**config.mk**
```make
export PLATFORM = sky130hd
export DESIGN_NAME = router_port_rx
export DESIGN_NICKNAME = d
export VERILOG_FILES = /design/src/rtl/router_port_rx.sv
export SDC_FILE = /design/constraint.sdc
export NUM_CORES = 1
export LEC_CHECK = 0
export ABC_AREA = 0
export CAP_MARGIN = 5
export CORE_MARGIN = 2
export CORE_UTILIZATION = 45
export CTS_BUF_LIST = sky130_fd_sc_hd__clkbuf_2
export CTS_CLUSTER_SIZE = 20
export DETAILED_ROUTE_END_ITERATION = 7
export MAX_ROUTING_LAYER = met4
export PLACE_DENSITY_LB_ADDON = 0.05
export SYNTH_ARGS = -nofsm -noshare
export SYNTH_HDL_FRONTEND = slang
export SYNTH_SLANG_ARGS = --single-unit
```
**constraint.sdc**
```tcl
create_clock -name clk -period 3.95 [get_ports clk]
set_input_delay 0.79 -clock clk [delete_from_list [all_inputs] [get_ports clk]]
set_output_delay 0.79 -clock clk [all_outputs]
set_load 0.1 [all_outputs]
```
**src/rtl/router_port_rx.sv**
```systemverilog
// router_port_rx: receive side of one router input port.
// Recovers a serially sent destination address and LSB-first payload bytes
// from the frame_n/valid_n/din protocol and queues the bytes in a small FIFO
// that drains through a valid/ready stream with a last flag.
// Optional build macro ROUTER_RX_STATS_EN adds saturating good-packet and
// error counters on ports pkt_cnt/err_cnt.
module router_port_rx #(
  parameter int ADDR_W     = 4,
  parameter int PAD_CYCLES = 5,
  parameter int DATA_W     = 8,
  parameter int FIFO_DEPTH = 4
) (
  input  logic              clk,
  input  logic              reset_n,
  input  logic              frame_n,
  input  logic              valid_n,
  input  logic              din,
  output logic              busy_n,
  output logic [ADDR_W-1:0] addr,
  output logic              addr_vld,
  output logic [DATA_W-1:0] m_data,
  output logic              m_last,
  output logic              m_valid,
  input  logic              m_ready,
  output logic              pkt_err
`ifdef ROUTER_RX_STATS_EN
  ,
  output logic [15:0]       pkt_cnt,
  output logic [15:0]       err_cnt
`endif
);

  localparam int PTR_W  = (FIFO_DEPTH > 1) ? $clog2(FIFO_DEPTH) : 1;
  localparam int CNT_W  = PTR_W + 1;
  localparam int AIDX_W = (ADDR_W > 1) ? $clog2(ADDR_W) : 1;
  localparam int BIDX_W = (DATA_W > 1) ? $clog2(DATA_W) : 1;
  localparam int PAD_W  = (PAD_CYCLES > 1) ? $clog2(PAD_CYCLES) : 1;

  localparam logic [AIDX_W-1:0] AIDX_LAST = AIDX_W'(ADDR_W - 1);
  localparam logic [BIDX_W-1:0] BIDX_LAST = BIDX_W'(DATA_W - 1);
  localparam logic [PAD_W-1:0]  PAD_LAST  = PAD_W'(PAD_CYCLES - 1);
  localparam logic [CNT_W-1:0]  CNT_FULL  = CNT_W'(FIFO_DEPTH);
  localparam logic [CNT_W-1:0]  CNT_BUSY  = CNT_W'(FIFO_DEPTH - 1);

  typedef enum logic [2:0] {S_IDLE, S_ADDR, S_PAD, S_DATA, S_DROP} state_t;

  state_t              r_state, w_state_next;
  logic [ADDR_W-1:0]   r_addr_sh, w_addr_next, r_addr;
  logic [AIDX_W-1:0]   r_aidx;
  logic [PAD_W-1:0]    r_pad_cnt;
  logic [DATA_W-1:0]   r_byte, w_byte_next;
  logic [BIDX_W-1:0]   r_bidx;
  logic                r_addr_vld, r_pkt_err, r_busy_n;
  logic [DATA_W-1:0]   r_mem [FIFO_DEPTH];
  logic [FIFO_DEPTH-1:0] r_last_mem;
  logic [PTR_W-1:0]    r_wr_ptr, r_rd_ptr;
  logic [CNT_W-1:0]    r_count, w_count_next;
  logic w_full, w_pop, w_push, w_err, w_byte_done, w_addr_done, w_pad_done;

  assign w_full       = (r_count == CNT_FULL);
  assign m_valid      = (r_count != '0);
  assign w_pop        = m_valid & m_ready;
  assign w_count_next = r_count + CNT_W'(w_push) - CNT_W'(w_pop);
  assign m_data       = r_mem[r_rd_ptr];
  assign m_last       = r_last_mem[r_rd_ptr];
  assign addr         = r_addr;
  assign addr_vld     = r_addr_vld;
  assign pkt_err      = r_pkt_err;
  assign busy_n       = r_busy_n;

  // Shift registers with the current serial bit dropped into its slot.
  always_comb begin
    // NOTE: every always_comb output gets a default first so no path leaves it unassigned (no latch).
    w_addr_next         = r_addr_sh;
    w_addr_next[r_aidx] = din;
    w_byte_next         = r_byte;
    w_byte_next[r_bidx] = din;
  end

  // State register.
  always_ff @(posedge clk) begin
    // NOTE: sequential state uses non-blocking assignments so all flops update from pre-edge values.
    if (!reset_n) r_state <= S_IDLE;
    else          r_state <= w_state_next;
  end

  // Next-state logic.
  always_comb begin
    w_state_next = r_state;
    unique case (r_state)
      S_IDLE: if (!frame_n) w_state_next = S_ADDR;
      S_ADDR: begin
        if (w_err)            w_state_next = S_IDLE;
        else if (w_addr_done) w_state_next = S_PAD;
      end
      S_PAD: begin
        if (w_err)           w_state_next = frame_n ? S_IDLE : S_DROP;
        else if (w_pad_done) w_state_next = S_DATA;
      end
      S_DATA: begin
        if (w_err)                       w_state_next = frame_n ? S_IDLE : S_DROP;
        else if (w_byte_done && frame_n) w_state_next = S_IDLE;
      end
      S_DROP: if (frame_n) w_state_next = S_IDLE;
      default: w_state_next = S_IDLE;
    endcase
  end

  // Per-state control strobes: address/pad completion, byte push and errors.
  always_comb begin
    w_addr_done = 1'b0;
    w_pad_done  = 1'b0;
    w_byte_done = 1'b0;
    w_err       = 1'b0;
    unique case (r_state)
      S_ADDR: begin
        w_err       = frame_n;
        w_addr_done = !frame_n && (r_aidx == AIDX_LAST);
      end
      S_PAD: begin
        w_err      = frame_n || !valid_n;
        w_pad_done = !w_err && (r_pad_cnt == PAD_LAST);
      end
      S_DATA: begin
        w_byte_done = !valid_n && (r_bidx == BIDX_LAST);
        // A completed byte that finds the FIFO full with no pop is an overflow.
        w_err = (frame_n && (valid_n || r_bidx != BIDX_LAST)) ||
                (w_byte_done && w_full && !w_pop);
      end
      default: ;
    endcase
    w_push = w_byte_done && !w_err;
  end

  // Address capture, pad and bit counters, and the one-cycle status pulses.
  always_ff @(posedge clk) begin
    if (!reset_n) begin
      r_addr_sh  <= '0;
      r_aidx     <= '0;
      r_pad_cnt  <= '0;
      r_byte     <= '0;
      r_bidx     <= '0;
      r_addr     <= '0;
      r_addr_vld <= 1'b0;
      r_pkt_err  <= 1'b0;
    end else begin
      r_addr_vld <= w_addr_done;
      r_pkt_err  <= w_err;
      if (w_addr_done) r_addr <= w_addr_next;
      unique case (r_state)
        S_IDLE: begin
          r_pad_cnt <= '0;
          r_bidx    <= '0;
          if (!frame_n) begin
            r_addr_sh <= ADDR_W'(din);
            r_aidx    <= AIDX_W'(1);
          end
        end
        S_ADDR: if (!frame_n) begin
          r_addr_sh <= w_addr_next;
          r_aidx    <= r_aidx + AIDX_W'(1);
        end
        S_PAD:  r_pad_cnt <= r_pad_cnt + PAD_W'(1);
        S_DATA: begin
          // Completed or aborted byte restarts at bit 0; a partial byte is simply forgotten.
          if (w_err || w_byte_done) r_bidx <= '0;
          else if (!valid_n) begin
            r_byte <= w_byte_next;
            r_bidx <= r_bidx + BIDX_W'(1);
          end
        end
        S_DROP: begin
          r_pad_cnt <= '0;
          r_bidx    <= '0;
        end
        default: ;
      endcase
    end
  end

  // Output byte FIFO with registered almost-full back-pressure.
  always_ff @(posedge clk) begin
    if (!reset_n) begin
      // NOTE: storage is reset because m_data/m_last are read straight from it and must be 0 after reset.
      for (int i = 0; i < FIFO_DEPTH; i++) r_mem[i] <= '0;
      r_last_mem <= '0;
      r_wr_ptr   <= '0;
      r_rd_ptr   <= '0;
      r_count    <= '0;
      r_busy_n   <= 1'b1;
    end else begin
      if (w_push) begin
        r_mem[r_wr_ptr]      <= w_byte_next;
        r_last_mem[r_wr_ptr] <= frame_n;
        r_wr_ptr             <= r_wr_ptr + PTR_W'(1);
      end
      if (w_pop) r_rd_ptr <= r_rd_ptr + PTR_W'(1);
      r_count  <= w_count_next;
      r_busy_n <= (w_count_next < CNT_BUSY);
    end
  end

`ifdef ROUTER_RX_STATS_EN
  logic [15:0] r_pkt_cnt, r_err_cnt;
  assign pkt_cnt = r_pkt_cnt;
  assign err_cnt = r_err_cnt;

  // Saturating counters of delivered packets and aborted packets.
  always_ff @(posedge clk) begin
    if (!reset_n) begin
      r_pkt_cnt <= '0;
      r_err_cnt <= '0;
    end else begin
      if (w_push && frame_n && r_pkt_cnt != 16'hFFFF) r_pkt_cnt <= r_pkt_cnt + 16'd1;
      if (w_err && r_err_cnt != 16'hFFFF)             r_err_cnt <= r_err_cnt + 16'd1;
    end
  end
`endif

endmodule

```
* Word-level counts from Yosys, hierarchy flattened
Memory sizes are Yosys's and may differ from the RTL's. A register that Yosys moved wholly into a read port is not among the register bits.
Index checks and enable logic that the tools add are counted.
** Operators by class
- Add/subtract/negate cells :: 7
- Shift operators :: 0
- Muxes and demuxes :: 44
- Multiply operators :: 0
- Reduce and logical (&&, ||, !) cells :: 31
- Bitwise logic cells :: 3
- Equal/unequal tests :: 16
- Magnitude comparators :: 8
- Div/mod/pow operators :: 0
** Operators with widths (count)
- $mux W3 :: 11
- $ne A3 B3 Y1 const B :: 5
- $pmux W3 S5 :: 1
- $eq A3 B3 Y1 const B :: 4
- $mux W1 :: 12
- $pmux W3 S2 :: 2
- $logic_and A1 B1 Y1 :: 11
- $mux W2 :: 5
- $lt A2 B3 Y1 const B :: 3
- $bwmux W4 :: 2
- $bwmux W8 :: 1
- $mux W4 :: 2
- $mux W8 :: 1
- $pmux W4 S2 :: 1
- $reduce_or A8 Y1 :: 1
- $add A2 B1 Y2 const B :: 3
- $add A3 B1 Y3 const B :: 2
- $eq A3 B2 Y1 const B :: 2
- $ne A2 B2 Y1 const B :: 3
- $reduce_and A3 Y1 :: 2
- $reduce_bool A2 Y1 :: 3
- $logic_not A1 Y1 :: 5
- $reduce_and A5 Y1 :: 1
- $demux W1 S2 :: 2
- other kinds (19) :: 24
** Storage, ports and cells
- ROM bits :: 0
- Register bits :: 41
- Input port bits :: 6
- Bits in latches :: 0
- Memories kept :: 1
- RAM bits :: 32
** Memories
- r_mem :: words 4, bits a word 8, read ports 1, clocked after Yosys merged registers in 1, wr ports 4, RTL line 54 : logic [DATA_W-1:0] r_mem [FIFO_DEPTH];

* Longest topological paths before layout
- Depth in word-level cells :: 13
- Depth in mapped cells :: 15
- Mapped depth without buffers :: 14

* Worst setup path after synthesis
No wires, ideal clock.
- Path kind :: input to register
- Start :: input m_ready
- End :: register r_busy_n (netlist: busy_n)
- Path slack :: 834 ps
- Stages on the path :: 13
- Arrival :: 2992 ps
- Path buffers :: 1
- Cell sequence :: or4b_4 -> and3_2 -> buf_6 -> inv_6 -> ha_1 -> inv_1 -> ha_1 -> inv_1 -> fa_1 -> xor2_1 -> and2_1 -> nor3_1 -> a21oi_1
** On the way
- Longest elaborated chain between the ends :: 10
** Ends and longest elaborated chain
- start: declaration :: RTL line 24 : input logic m_ready,
- $and A1 B1 Y1 * :: RTL line 62 : assign w_pop = m_valid & m_ready;
- $logic_not A1 Y1 :: RTL line 128 : (w_byte_done && w_full && !w_pop);
- $logic_and A1 B1 Y1 :: RTL line 128
- $logic_or A1 B1 Y1 :: RTL line 127 : w_err = (frame_n && (valid_n || r_bidx != BIDX_LAST)) ||
- $pmux W1 S3 :: RTL line 115 : unique case (r_state)
- $logic_not A1 Y1 :: RTL line 132 : w_push = w_byte_done && !w_err;
- $logic_and A1 B1 Y1 :: RTL line 132
- $add A3 B1 Y3 :: RTL line 63 : assign w_count_next = r_count + CNT_W'(w_push) - CNT_W'(w_pop);
- $sub A3 B1 Y3 * :: RTL line 63
- $lt A3 B2 Y1 * :: RTL line 199 : r_busy_n <= (w_count_next < CNT_BUSY);
- end signal: assignment :: RTL line 199
- end: declaration :: RTL line 53 : logic r_addr_vld, r_pkt_err, r_busy_n;
Mark *: on every way between the ends. The rest lies on a longest branch, timed or not.
A chain may end at the register's enable or synchronous reset.

==> out/results.txt <==
Vias: 2,394
CTS root buffer: clkbuf_2
Drt drc: 0
Final wirelength: 6960 microns
Number of DRC markers in iteration 0: 123
CP max stage delay: 0.98 ns
Io pins: 23
DIE AREA: 0.00861 sq mm
CP Data Required Time: 3.16 ns
Per-cell routed wire length: 15.5 microns
Slew headroom: 35.0%
Wire length of the first global-routing pass: 11,800 microns
Core area: 0.00769 sq mm
Initial core utilization: 46.1%
Antenna cells: 0
Netlist cell types: 57
Worst r2r dst: busy_n$_SDFF_PN1_
Antenna Nets Post-Route: 0
Endpoints failing setup: 0
Hold path depth: 2
Top FF cell, synth: dfxtp_1
Htree depth: 3
Clk slew on worst S/H paths: 0.22 ns
TritonRoute pass-1 iters: 4
Fill count: 747
Status: complete, no violations
Die H: 92.8 microns
Sequential-to-total area share from yosys stat: 50.8%
Num rows: 32
Final Cycle Share: 86.0%
Syn Nets: 342
Class of the most critical setup path: reg -> out
Post-cts resize count: 0
Initial antenna violation count: 0
Hold Path End: r_addr_sh[2]$_SDFFE_PN0P_
CTS Sinks: 74
Final HPWL DP: 4750 microns
Flop2flop setup slack: 0.83 ns
Vias in the first global route: 2,405
Clock Latency Late Sink: 0.55 ns
Worst hold-check path type: reg -> reg
Post-Syn Instances: 321
Clk buf depth: 2
Port buffer count: 22
Synth Area per Inst: 11.0 sq um
Pwr dens: 356 mW/mm^2
Data arrival, critical path: 2.61 ns
Setup ws final: 0.554 ns
Most frequent cells in the layout: nor2_1 (66), dfxtp_1 (42), edfxtp_1 (32)
Non-filler instance count after layout: 448
Reg-to-reg startpoint: r_bidx[0]$_SDFFE_PN0P_
Worst vdd ir: 0.000201 V
Number of synthesized flops with an enable pin: 32
F_max: 294 MHz
Unrepaired setup endpoints after global routing: no
Setup crit start kind: flop
Layout cell share with drive strength beyond 1: 16.5%
Worst Clk Skew: 0.0324 ns
Hold Violations, Final: 0
Vias per cell: 5.34
Largest net degree at the start of global routing: 25
Hold Crit Start: r_addr_sh[2]$_SDFFE_PN0P_
Leakage: 1.35 nW
Max Cap Viol: 0
Cells on worst reg2reg path: 14
Crit-path max FO: 5
Pre-CTS setup slack: 0.263 ns
Setup crit end kind: output port
Max-slew violations: 0
Minimum clock period: 3.40 ns
Num CTS Buffers: 9
Total gr overflow: 0
Most common cell after layout, fill and taps aside: nor2_1
CTS tree: yes
Fin nets: 362
Syn-to-layout area delta: 11.1%
Synthesized flop and latch total: 74
Dpl cells: 432
Crit-path slowest cell: clkdlybuf4s50_1
Synth Cell Area: 0.00355 sq mm
Cts hold-fix bufs: 0
Setup TNS: 0 ns
Ys async rst share: 0%
Die width: 92.8 microns
Placer Congestion: 0.758
Cell Chain, Critical Path: mux4_2 > clkdlybuf4s50_1
GRT Total Usage: 18.3%
Worst-Margin Slew: 0.972 ns
Ys Warns: 0
Number of post-CTS setup repair buffers: 0
kinds of logic (layout without fill, tap and decap cells):
group,Yosys count,count (layout),synth area share (%)
adder cells (fa/ha/maj),15,15,5.50
buffers and inverters,35,60,5.05
AND/OR/NAND/NOR,118,118,17.0
multiplexers,25,25,10.3
XOR/XNOR,4,4,0.988
AO/OA/AOI/OAI,50,50,10.3
flip-flops,74,74,50.8
registers in the layout, indices dropped and copies added (netlist names), named ones only:
register / flops
pkt_err: 1
busy_n: 1
addr: 4
r_last_mem: 4
r_state: 3
r_bidx: 3
r_addr_sh: 3
r_wr_ptr: 2
r_count: 3
r_byte: 8
r_pad_cnt: 3
r_aidx: 2
r_rd_ptr: 2
r_mem: 32
addr_vld: 1
how the worst max path moves through the flow:
stage | depth (start not counted) | slack (ns) | to
floorplan | 13 | 0.83 | busy_n$_SDFF_PN1_
global placement | 13 | 0.33 | busy_n$_SDFF_PN1_
detailed placement | 13 | 0.26 | busy_n$_SDFF_PN1_
CTS | 2 | 0.50 | m_data[6]
global route | 2 | 0.42 | m_data[6]
finish | 2 | 0.55 | m_data[6]
stage by stage:
stage / power (W) / util (%) / hold slack (ns) / area (sq um)
after floorplan: 0.000924 / - / 0.431 / 3550
after global placement: 0.000955 / 49.6 / 0.441 / 3810
after detailed placement: 0.000956 / 49.6 / 0.450 / 3810
after CTS: 0.00142 / 51.2 / 0.478 / 3940
after global routing: 0.00145 / 51.2 / 0.506 / 3940
final: 0.00140 / 51.2 / 0.472 / 3940
power breakdown:
part	total (W)	switching, W	internal (W)
clock network	0.000464	0.000305	0.000159
registers	0.000823	0.00000617	0.000817
logic	0.000116	0.0000805	0.0000356
total	0.00140	0.000392	0.00101
worst max-delay path, delay by kind of cell (launching register included):
kind     cells  cell delay [ns]
flops        1             0.56
buf+inv      1             0.98
mux          1             0.54
cell usage after synthesis (2+ instances only):
| library cell | number | area, sq um |
|---|---|---|
| and2_1 | 3 | 18.8 |
| or3_1 | 2 | 12.5 |
| ha_1 | 14 | 175 |
| nand3_2 | 3 | 30.0 |
| nand3_1 | 7 | 35.0 |
| nor2_1 | 66 | 248 |
| buf_6 | 4 | 45.0 |
| nor2b_1 | 2 | 12.5 |
| nor3_1 | 3 | 15.0 |
| xor2_1 | 2 | 17.5 |
| nand4_1 | 2 | 12.5 |
| a22oi_1 | 4 | 30.0 |
| a211o_2 | 2 | 20.0 |
| a21oi_1 | 10 | 50.1 |
| o21ai_0 | 10 | 50.1 |
| inv_1 | 13 | 48.8 |
| clkbuf_1 | 8 | 30.0 |
| nand2_1 | 14 | 52.6 |
| edfxtp_1 | 32 | 961 |
| nand3b_1 | 3 | 22.5 |
| mux4_2 | 9 | 203 |
| buf_4 | 2 | 15.0 |
| a211oi_2 | 2 | 25.0 |
| buf_2 | 4 | 20.0 |
| nor3b_1 | 2 | 15.0 |
| a211oi_1 | 11 | 82.6 |
| dfxtp_1 | 42 | 841 |
| xnor2_1 | 2 | 17.5 |
| mux2i_1 | 15 | 150 |
layer usage:
| layer | wire length [microns] | GRT usage [%] | vias up |
|---|---|---|---|
| met1 | 3190 | 21.8 | 1171 |
| met4 | 93 | 5.88 | 0 |
| met5 | 0 | - | - |
| met3 | 175 | 4.39 | 7 |
| li1 | - | - | 1185 |
| met2 | 3500 | 30.7 | 31 |
area by class of cell:
class | count | area (sq um) | share of cell area, %
clock buffers | 9 | 45.0 | 1.14
repair buffers | 28 | 250 | 6.35
inverters | 16 | 65.1 | 1.65
well taps | 102 | 128 | 3.24
flip-flops and latches | 74 | 1800 | 45.7
multi-input cells | 212 | 1570 | 39.7
clock inverters | 7 | 83.8 | 2.13
Note: power is estimated with default switching activity, not from simulation.
